**config.mk**
```make
export PLATFORM = sky130hd
export DESIGN_NAME = i2c_arbiter
export DESIGN_NICKNAME = d
export VERILOG_FILES = /design/src/rtl/i2c_arbiter.sv
export SDC_FILE = /design/constraint.sdc
export NUM_CORES = 1
export LEC_CHECK = 0
export BUFFER_PORTS_ARGS = -buffer_cell sky130_fd_sc_hd__buf_2
export CORE_MARGIN = 5
export CORE_UTILIZATION = 48
export DETAILED_ROUTE_END_ITERATION = 16
export GPL_TIMING_DRIVEN = 0
export PLACE_DENSITY_LB_ADDON = 0.08
export SLEW_MARGIN = 10
export SYNTH_ARGS = -nofsm -noshare
export SYNTH_HDL_FRONTEND = slang
export SYNTH_SLANG_ARGS = --single-unit
```
**constraint.sdc**
```tcl
create_clock -name clk -period 2.53 [get_ports clk]
set_input_delay 0.506 -clock clk [delete_from_list [all_inputs] [get_ports clk]]
set_output_delay 0.506 -clock clk [all_outputs]
set_load 0.1 [all_outputs]
```
**src/rtl/i2c_arbiter.sv**
```systemverilog
// i2c_arbiter: round-robin arbiter and sequencer that shares a single i2c_master
// between NREQ requesters. It latches the winning request, drives the master
// and follows the busy handshake. It then returns read data and status to the
// winner with a one-cycle done pulse.
// Optional feature macro: I2C_ARB_RETRY_EN (retry NACKed transactions up to MAX_RETRY times).

module i2c_arbiter #(
    parameter int NREQ      = 4,
    parameter int TMO_W     = 8,
    parameter int MAX_RETRY = 2
) (
    input  logic                clk,
    input  logic                rst,
    input  logic [NREQ-1:0]     req,
    input  logic [7*NREQ-1:0]   req_addr,
    input  logic [NREQ-1:0]     req_rw,
    input  logic [5*NREQ-1:0]   req_mem_addr,
    input  logic [8*NREQ-1:0]   req_data_wr,
    output logic [NREQ-1:0]     gnt,
    output logic [NREQ-1:0]     done,
    output logic [7:0]          rsp_data,
    output logic                rsp_err,
    output logic                rsp_tmo,
    output logic                arb_busy,
    output logic                m_en,
    output logic [6:0]          m_addr,
    output logic                m_rw,
    output logic [4:0]          m_mem_addr,
    output logic [7:0]          m_data_wr,
    input  logic                m_busy,
    input  logic                m_ack_err,
    input  logic [7:0]          m_data_rd
);

`ifdef I2C_ARB_RETRY_EN
    localparam bit RETRY_EN = 1'b1;
`else
    localparam bit RETRY_EN = 1'b0;
`endif

    // Without the retry option a NACK always finishes on the first attempt.
    localparam int RETRIES = RETRY_EN ? MAX_RETRY : 0;

    localparam int PTR_W = (NREQ > 1) ? $clog2(NREQ) : 1;
    localparam int ATT_W = $clog2(MAX_RETRY + 2);
    localparam logic [TMO_W-1:0] TMO_MAX = '1;
    localparam logic [PTR_W:0]   NREQ_W  = (PTR_W + 1)'(NREQ);
    localparam logic [PTR_W-1:0] LAST_IDX = PTR_W'(NREQ - 1);

    typedef enum logic [1:0] {
        IDLE   = 2'd0,
        LAUNCH = 2'd1,
        WAIT   = 2'd2,
        DONE   = 2'd3
    } state_t;

    state_t state_q, state_d;

    logic [PTR_W-1:0] ptr_q, ptr_d;
    logic [PTR_W-1:0] win_q, win_d;
    logic [NREQ-1:0]  gnt_q, gnt_d;
    logic [NREQ-1:0]  done_q, done_d;
    logic             m_en_q, m_en_d;
    logic [6:0]       m_addr_q, m_addr_d;
    logic             m_rw_q, m_rw_d;
    logic [4:0]       m_mem_addr_q, m_mem_addr_d;
    logic [7:0]       m_data_wr_q, m_data_wr_d;
    logic [7:0]       rsp_data_q, rsp_data_d;
    logic             rsp_err_q, rsp_err_d;
    logic             rsp_tmo_q, rsp_tmo_d;
    logic             arb_busy_q, arb_busy_d;
    logic [TMO_W-1:0] cnt_q, cnt_d;
    logic [ATT_W-1:0] attempt_q, attempt_d;

    logic             win_found;
    logic [PTR_W-1:0] win_idx;
    logic [PTR_W:0]   cand;
    logic [PTR_W-1:0] ptr_next;
    logic [TMO_W-1:0] cnt_inc;
    logic             accept;
    logic             tmo_hit;
    logic             retry_ok;

    assign accept   = win_found && !m_busy;
    assign cnt_inc  = cnt_q + 1'b1;
    assign tmo_hit  = (cnt_inc == TMO_MAX);
    assign retry_ok = m_ack_err && (int'(attempt_q) < RETRIES);
    assign ptr_next = (win_q == LAST_IDX) ? '0 : win_q + 1'b1;

    // Rotating priority search: first set request starting at ptr and wrapping around.
    always_comb begin
        win_found = 1'b0;
        win_idx   = '0;
        cand      = '0;
        for (int i = 0; i < NREQ; i++) begin
            cand = {1'b0, ptr_q} + (PTR_W + 1)'(i);
            if (cand >= NREQ_W) begin
                cand = cand - NREQ_W;
            end
            if (!win_found && req[cand[PTR_W-1:0]]) begin
                win_found = 1'b1;
                win_idx   = cand[PTR_W-1:0];
            end
        end
    end

    // State register; reset leaves the arbiter idle even if the master is still busy.
    always_ff @(posedge clk or posedge rst) begin
        if (rst) begin
            state_q <= IDLE;
        end else begin
            state_q <= state_d;
        end
    end

    // Next-state logic for the accept / launch / wait / done sequence.
    always_comb begin
        state_d = state_q;
        case (state_q)
            IDLE: begin
                if (accept) begin
                    state_d = LAUNCH;
                end
            end
            LAUNCH: begin
                if (m_busy) begin
                    state_d = WAIT;
                end else if (tmo_hit) begin
                    state_d = DONE;
                end
            end
            WAIT: begin
                if (!m_busy) begin
                    state_d = retry_ok ? LAUNCH : DONE;
                end
            end
            DONE: begin
                state_d = IDLE;
            end
            default: begin
                state_d = IDLE;
            end
        endcase
    end

    // Registered outputs and datapath: grant, master fields, counters and response.
    always_comb begin
        ptr_d        = ptr_q;
        win_d        = win_q;
        gnt_d        = gnt_q;
        done_d       = '0;
        m_en_d       = m_en_q;
        m_addr_d     = m_addr_q;
        m_rw_d       = m_rw_q;
        m_mem_addr_d = m_mem_addr_q;
        m_data_wr_d  = m_data_wr_q;
        rsp_data_d   = rsp_data_q;
        rsp_err_d    = rsp_err_q;
        rsp_tmo_d    = rsp_tmo_q;
        cnt_d        = cnt_q;
        attempt_d    = attempt_q;
        case (state_q)
            IDLE: begin
                if (accept) begin
                    win_d        = win_idx;
                    gnt_d        = NREQ'(1) << win_idx;
                    m_en_d       = 1'b1;
                    m_addr_d     = req_addr[win_idx*7 +: 7];
                    m_rw_d       = req_rw[win_idx];
                    m_mem_addr_d = req_mem_addr[win_idx*5 +: 5];
                    m_data_wr_d  = req_data_wr[win_idx*8 +: 8];
                    cnt_d        = '0;
                    attempt_d    = '0;
                end
            end
            LAUNCH: begin
                if (m_busy) begin
                    m_en_d = 1'b0;
                    cnt_d  = '0;
                end else if (tmo_hit) begin
                    m_en_d    = 1'b0;
                    cnt_d     = '0;
                    rsp_err_d = 1'b1;
                    rsp_tmo_d = 1'b1;
                    done_d    = gnt_q;
                end else begin
                    cnt_d = cnt_inc;
                end
            end
            WAIT: begin
                if (!m_busy) begin
                    if (retry_ok) begin
                        attempt_d = attempt_q + 1'b1;
                        m_en_d    = 1'b1;
                        cnt_d     = '0;
                    end else begin
                        rsp_err_d  = m_ack_err;
                        rsp_tmo_d  = 1'b0;
                        rsp_data_d = m_rw_q ? 8'h00 : m_data_rd;
                        done_d     = gnt_q;
                    end
                end
            end
            DONE: begin
                gnt_d = '0;
                ptr_d = ptr_next;
            end
            default: begin
                gnt_d  = '0;
                m_en_d = 1'b0;
            end
        endcase
        arb_busy_d = (state_d != IDLE);
    end

    // Datapath registers; async reset drops grant and enable at once.
    always_ff @(posedge clk or posedge rst) begin
        if (rst) begin
            ptr_q        <= '0;
            win_q        <= '0;
            gnt_q        <= '0;
            done_q       <= '0;
            m_en_q       <= 1'b0;
            m_addr_q     <= '0;
            m_rw_q       <= 1'b0;
            m_mem_addr_q <= '0;
            m_data_wr_q  <= '0;
            rsp_data_q   <= '0;
            rsp_err_q    <= 1'b0;
            rsp_tmo_q    <= 1'b0;
            arb_busy_q   <= 1'b0;
            cnt_q        <= '0;
            attempt_q    <= '0;
        end else begin
            ptr_q        <= ptr_d;
            win_q        <= win_d;
            gnt_q        <= gnt_d;
            done_q       <= done_d;
            m_en_q       <= m_en_d;
            m_addr_q     <= m_addr_d;
            m_rw_q       <= m_rw_d;
            m_mem_addr_q <= m_mem_addr_d;
            m_data_wr_q  <= m_data_wr_d;
            rsp_data_q   <= rsp_data_d;
            rsp_err_q    <= rsp_err_d;
            rsp_tmo_q    <= rsp_tmo_d;
            arb_busy_q   <= arb_busy_d;
            cnt_q        <= cnt_d;
            attempt_q    <= attempt_d;
        end
    end

    assign gnt        = gnt_q;
    assign done       = done_q;
    assign rsp_data   = rsp_data_q;
    assign rsp_err    = rsp_err_q;
    assign rsp_tmo    = rsp_tmo_q;
    assign arb_busy   = arb_busy_q;
    assign m_en       = m_en_q;
    assign m_addr     = m_addr_q;
    assign m_rw       = m_rw_q;
    assign m_mem_addr = m_mem_addr_q;
    assign m_data_wr  = m_data_wr_q;

endmodule

```
### Yosys cells after proc, flatten, opt, wreduce, memory -nomap -nowiden

Cells that the tools add are included.

| word-level totals | value |
|---|---|
| register bits after elaboration | 55 |
| input bits | 100 |

| operators by class | value |
|---|---|
| $add $sub $neg | 9 |
| $mul | 2 |
| $lt $le $gt $ge | 9 |
| equal/unequal tests | 10 |
| shifts and indexed selects | 4 |
| multiplexer cells | 49 |
| bitwise logic cells | 1 |
| reductions and logical operators | 19 |

Operators with widths:

| operator | number |
|---|---|
| 2-to-1 mux 8 bit | 4 |
| variable part select 32 x 6 -> 8 bit | 1 |
| variable part select 28 x 6 -> 7 bit | 1 |
| 2-to-1 mux 2 bit | 13 |
| variable part select 20 x 6 -> 5 bit | 1 |
| 2-to-1 mux 1 bit | 16 |
| 2-to-1 mux 4 bit | 4 |
| case mux 4 bit (2 select lines) | 2 |
| case mux 8 bit (2 select lines) | 1 |
| less-than comparator 2 x 3 -> 1 bit, second input constant | 5 |
| binary-select mux 1 bit (select 2 bit) | 5 |
| multiplier 2 x 3 -> 5 bit, second input constant | 2 |
| greater-or-equal comparator 3 bit, second input constant | 3 |
| adder 8 x 1 -> 8 bit, second input constant | 1 |
| equality test 8 bit, second input constant | 1 |
| != test 2 bit, second input constant | 4 |
| case mux 2 bit (4 select lines) | 1 |
| AND reduction 2 bit | 4 |
| nonzero test 2 bit | 4 |
| subtractor 2 x 1 -> 2 bit, second input constant | 4 |
| adder 2 x 2 -> 3 bit, second input constant | 2 |
| equality test 2 bit, second input constant | 3 |
| case mux 1 bit (2 select lines) | 3 |
| logical AND 1 bit | 4 |
| 11 further kinds | 14 |

### Logic depth before layout (Yosys ltp)

| logic depth | value |
|---|---|
| word-level depth | 18 |
| depth in mapped cells | 10 |

### Least setup slack after synthesis

Ideal clock, no wire load.

| timing path | value |
|---|---|
| path type | input -> register |
| start | input port req[2] |
| end | register m_rw_q (netlist: m_rw) |
| library setup time | 82 ps |
| arrival time | 1966 ps |
| slack | 482 ps |
| stages on the path | 8 |
| path buffers | 3 |
| cell sequence | or4_4 > and2_4 > buf_6 > and3_4 > buf_6 > buf_6 > o2bb2ai_1 > a31oi_1 |

| between the ends | value |
|---|---|
| cells in the longest elaborated chain, start to end | 14 |
| elaborated cells on any way between the ends | 26 |
| classes of those cells | mux (18); reduce/logical (8) |

Ends and longest elaborated chain:

| what | RTL line | source |
|---|---|---|
| start, declared | 14 | `input logic [NREQ-1:0] req,` |
| binary-select mux 1 bit (select 2 bit) | 100 | `if (!win_found && req[cand[PTR_W-1:0]]) begin` |
| 2-to-1 mux 1 bit (not written as such) | 100 |  |
| 2-to-1 mux 1 bit | 100 |  |
| zero test 1 bit | 100 |  |
| logical AND 1 bit | 100 |  |
| 2-to-1 mux 1 bit | 100 |  |
| zero test 1 bit | 100 |  |
| logical AND 1 bit | 100 |  |
| 2-to-1 mux 1 bit | 100 |  |
| zero test 1 bit | 100 |  |
| logical AND 1 bit | 100 |  |
| 2-to-1 mux 2 bit or 2-to-1 mux 1 bit (tied branches) | 100 |  |
| binary-select mux 1 bit (select 2 bit) or logical AND 1 bit (tied branches) | 169, 84 |  |
| 2-to-1 mux 1 bit (not written as such) or AND reduction 2 bit (tied branches) | - |  |
| end signal, assigned | 241 | `m_rw_q <= m_rw_d;` |
| end, declared | 65 | `logic m_rw_q, m_rw_d;` |

Parallel ways exist; a longest one is shown, timed or not. The select of a mux whose other input is x is not followed.
A chain may end at the register's enable or synchronous reset.

### Worst setup path after layout

| timing path | value |
|---|---|
| start | register state_q[1] |
| end | register done_q[3] (netlist: done[3]) |

| between the ends | value |
|---|---|
| cells in the longest elaborated chain, start to end | 2 |
| elaborated cells on any way between the ends | 3 |
| classes of those cells | eq/ne (2); mux (1) |

Ends and longest elaborated chain:

| what | RTL line | source |
|---|---|---|
| start, declared | 57 | `state_t state_q, state_d;` |
| start signal, assigned | 112 | `state_q <= state_d;` |
| equality test 2 bit or equality test 2 x 1 -> 1 bit (tied branches) | 162 | `case (state_q)` |
| case mux 4 bit (2 select lines) (*) | 162 |  |
| via done_d[3] | 62 | `logic [NREQ-1:0] done_q, done_d;` |
| end signal, assigned | 238 | `done_q <= done_d;` |
| end, declared | 62 |  |

Mark *: on every way through the listed nets, which the timed path passes. The rest lies on a longest branch.

==> flow_summary.toml <==
[status]
status = "finished, final reports clean"

[power]
leakage_nw = 2.00
peakVddDrop_uv = 1090
powerDensity_nw_per_um2 = 1380

[floorplanning]
die_h_um = 91.4
rows = 29
die-area_um2 = 8350
io_pins = 141
start_util_pct = 49.8
die_w_um = 91.4
core_area_um2 = 6390

[timing]
finalHoldViolCount = 0
fin_crit_sh_pct = 90.1
setup_violations = 0
fmax_mhz = 439
min_period_ps = 2280
tightest_slew_ps = 599
rsz0062_at_grt = "no"
max_slew_margin_pct = 60.1
skew_ps = 6.52
final-max-slew-violation-count = 0
fin_ws_ps = 251

[routing]
drc = 0
drt-initial-drc-count = 85
detail-route-antenna-nets = 0
viasPerCell = 5.38
detail_route.wl_per_cell_um = 16.1
drtPass1Iterations = 4
finalWirelength_mm = 9.17
vias = 3060

[setup_path]
reg2reg_to = "done[3]"
cp_data_arrival_time_ps = 2520
ff2ff_setup_slack_ps = 250
cp.required_ps = 2770
path_class = "flip-flop to flip-flop"
critPathCaptureType = "flip-flop"
cp-start-kind = "flip-flop"
worstReg2RegStart = "state_q[1]"
r2r_cells = 8
crit_fanout = 10

[cts]
cts_root_buf = "clkbuf_8"
hold_buffers = 0
cts_post_setup_buffers_inserted = 0
clkSinkCount = 55
clkLatencyLatePin_ps = 300
cts.clk_slew.worst_paths_ps = 100
cts_tree = "done"
htreeDepth = 2
cts_made_buffers = 5
clk_path_buf_depth = 2

[synth]
synth_top_cell_area_share_pct = 43.3
yosys-top-cells-count = "nand2_1, dfrtp_1, o21ai_0"
ys_seq_area_share_pct = 43.3
synth_cell_types = 46
netlist_instances = 344
async_flop_share_pct = 100
yosysTopAreaCell = "dfrtp_1"
syn_area_per_cell_um2 = 9.25
ys_ff_latch = 55
yosys_warnings = 0
yosysMostFrequentCell = "nand2_1"
yosys-top-cells-area = "dfrtp_1, nand2_1, mux2i_1"
synth_edf_count = 0
synth_fp_nets = 452
syn-cell-area_um2 = 3180
synth_ff_type = "dfrtp_1"

[cells_and_area]
multi_input_area_um2 = 1660
insertedDiodeCount = 0
area_growth_pct = 29.1
stdcell_count = 569
layout-drive-gt1-share_pct = 36.2
fillCellCount = 562
seqCellArea_um2 = 1380
final_nets = 599

[placed_design]
post-place-ws_ps = -21.6
hpwl_mm = 7.00
io_buffer_count = 139
dp_cells = 561
place_congestion = 0.812

[grt]
grt_max_degree = 36
grt_antenna_before_repair = 0
grt_first_pass_wirelength_mm = 15.1
grt.overflow.total = 0
grt_usage_pct = 21.9
grt_pass1_vias = 3220

[min_path]
hp-class = "primary input to asynchronous set/reset pin"

[flow_run]
max_cap_viol_count = 0
layer usage:
metal / routed length, um / global-route usage, %
met5: 0 / 0
met4: 50 / 4.28
met3: 663 / 6.45
met2: 4600 / 38.2
met1: 3860 / 26.9
metrics by stage:
step / hold slack, ps / area (um^2) / util (%) / TNS, ps / total power [W]
6_report: 209 / 4110 / 64.3 / 0 / 0.00567
5_1_grt: 224 / 4110 / 64.3 / 0 / 0.00598
4_1_cts: 219 / 4100 / 64.2 / 0 / 0.00567
3_5_place_dp: 465 / 3990 / 62.5 / -45.1 / 0.00513
3_3_place_gp: 457 / 3970 / 62.2 / -4340 / 0.00508
2_1_floorplan: 453 / 3180 / - / 0 / 0.00440
worst max-delay path: stages (launching register included):
cell	delay (ps)
dfrtp_1	440
inv_1	120
ha_1	150
clkbuf_1	270
inv_1	140
nor2_2	370
o21ai_0	270
a21boi_1	290
and2_1	170
where the power goes:
part           leakage [nW]  switching (W)  internal [W]
Combinational          1.27        0.00285      0.000852
Sequential            0.676       0.000224       0.00119
Clock                0.0505       0.000293      0.000250
area by class of cell:
type | count | area share (%)
multi-input cells | 260 | 40.4
flip-flops and latches | 55 | 33.5
repair buffers | 140 | 17.4
plain buffers | 21 | 2.99
clock buffers | 7 | 2.35
well taps | 77 | 2.35
inverters | 8 | 0.731
clock inverters | 1 | 0.183
cells by family (layout without fill, tap and decap cells):
logic type                 Yosys count  in the layout  share of synthesized area [%]
AOI/OAI and AO/OA                  107            107                           23.4
adders and majority gates            8              8                           3.15
muxes                               25             25                           7.95
and+or+nand+nor                    120            120                           17.5
DFF                                 55             55                           43.3
buffers and inverters               29            177                           4.72
how the worst max path moves through the flow:
stage / start / to / slack (ps) / cells past startpoint
floorplan: req[2] / m_rw / 480 / 8
global placement: rst / m_data_wr[1] / -80 / 2
detailed placement: state_q[1] / done[3] / -20 / 8
CTS: state_q[0] / m_mem_addr[2] / 10 / 8
global route: state_q[0] / m_mem_addr[1] / 50 / 8
finish: state_q[1] / done[3] / 250 / 8
state kept, by name, summed over array words and instances (netlist names):
signal,cells
gnt,4
rsp_tmo,1
m_mem_addr,5
state_q,2
m_en,1
m_data_wr,8
done,4
arb_busy,1
m_rw,1
cnt_q,8
rsp_data,8
win_q,2
m_addr,7
rsp_err,1
ptr_q,2
cell usage in the layout, fill, tap and decap left out, types with 3 or more instances in the layout:
cell / netlist / routed
mux2i_1: 23 / 23
nor2b_1: 9 / 9
a21oi_1: 11 / 10
nand2_1: 67 / 67
buf_6: 4 / 4
a31o_2: 4 / 4
o21ai_0: 25 / 25
clkbuf_8: 0 / 7
and2_1: 4 / 4
buf_2: 6 / 145
clkbuf_1: 10 / 8
a22o_1: 4 / 4
a31oi_1: 22 / 22
inv_1: 8 / 7
ha_1: 8 / 8
nand2b_1: 9 / 9
o2bb2ai_1: 21 / 21
dfrtp_1: 55 / 55
nor2_1: 16 / 15
a211oi_1: 3 / 3
repair_timing:
action | in CTS | in global routing
setup endpoints to repair | 9 | 16
endpoints found under the hold margin | 0 | 0
resized for setup | 2 | 4
Note: power is estimated with default switching activity, not from simulation.
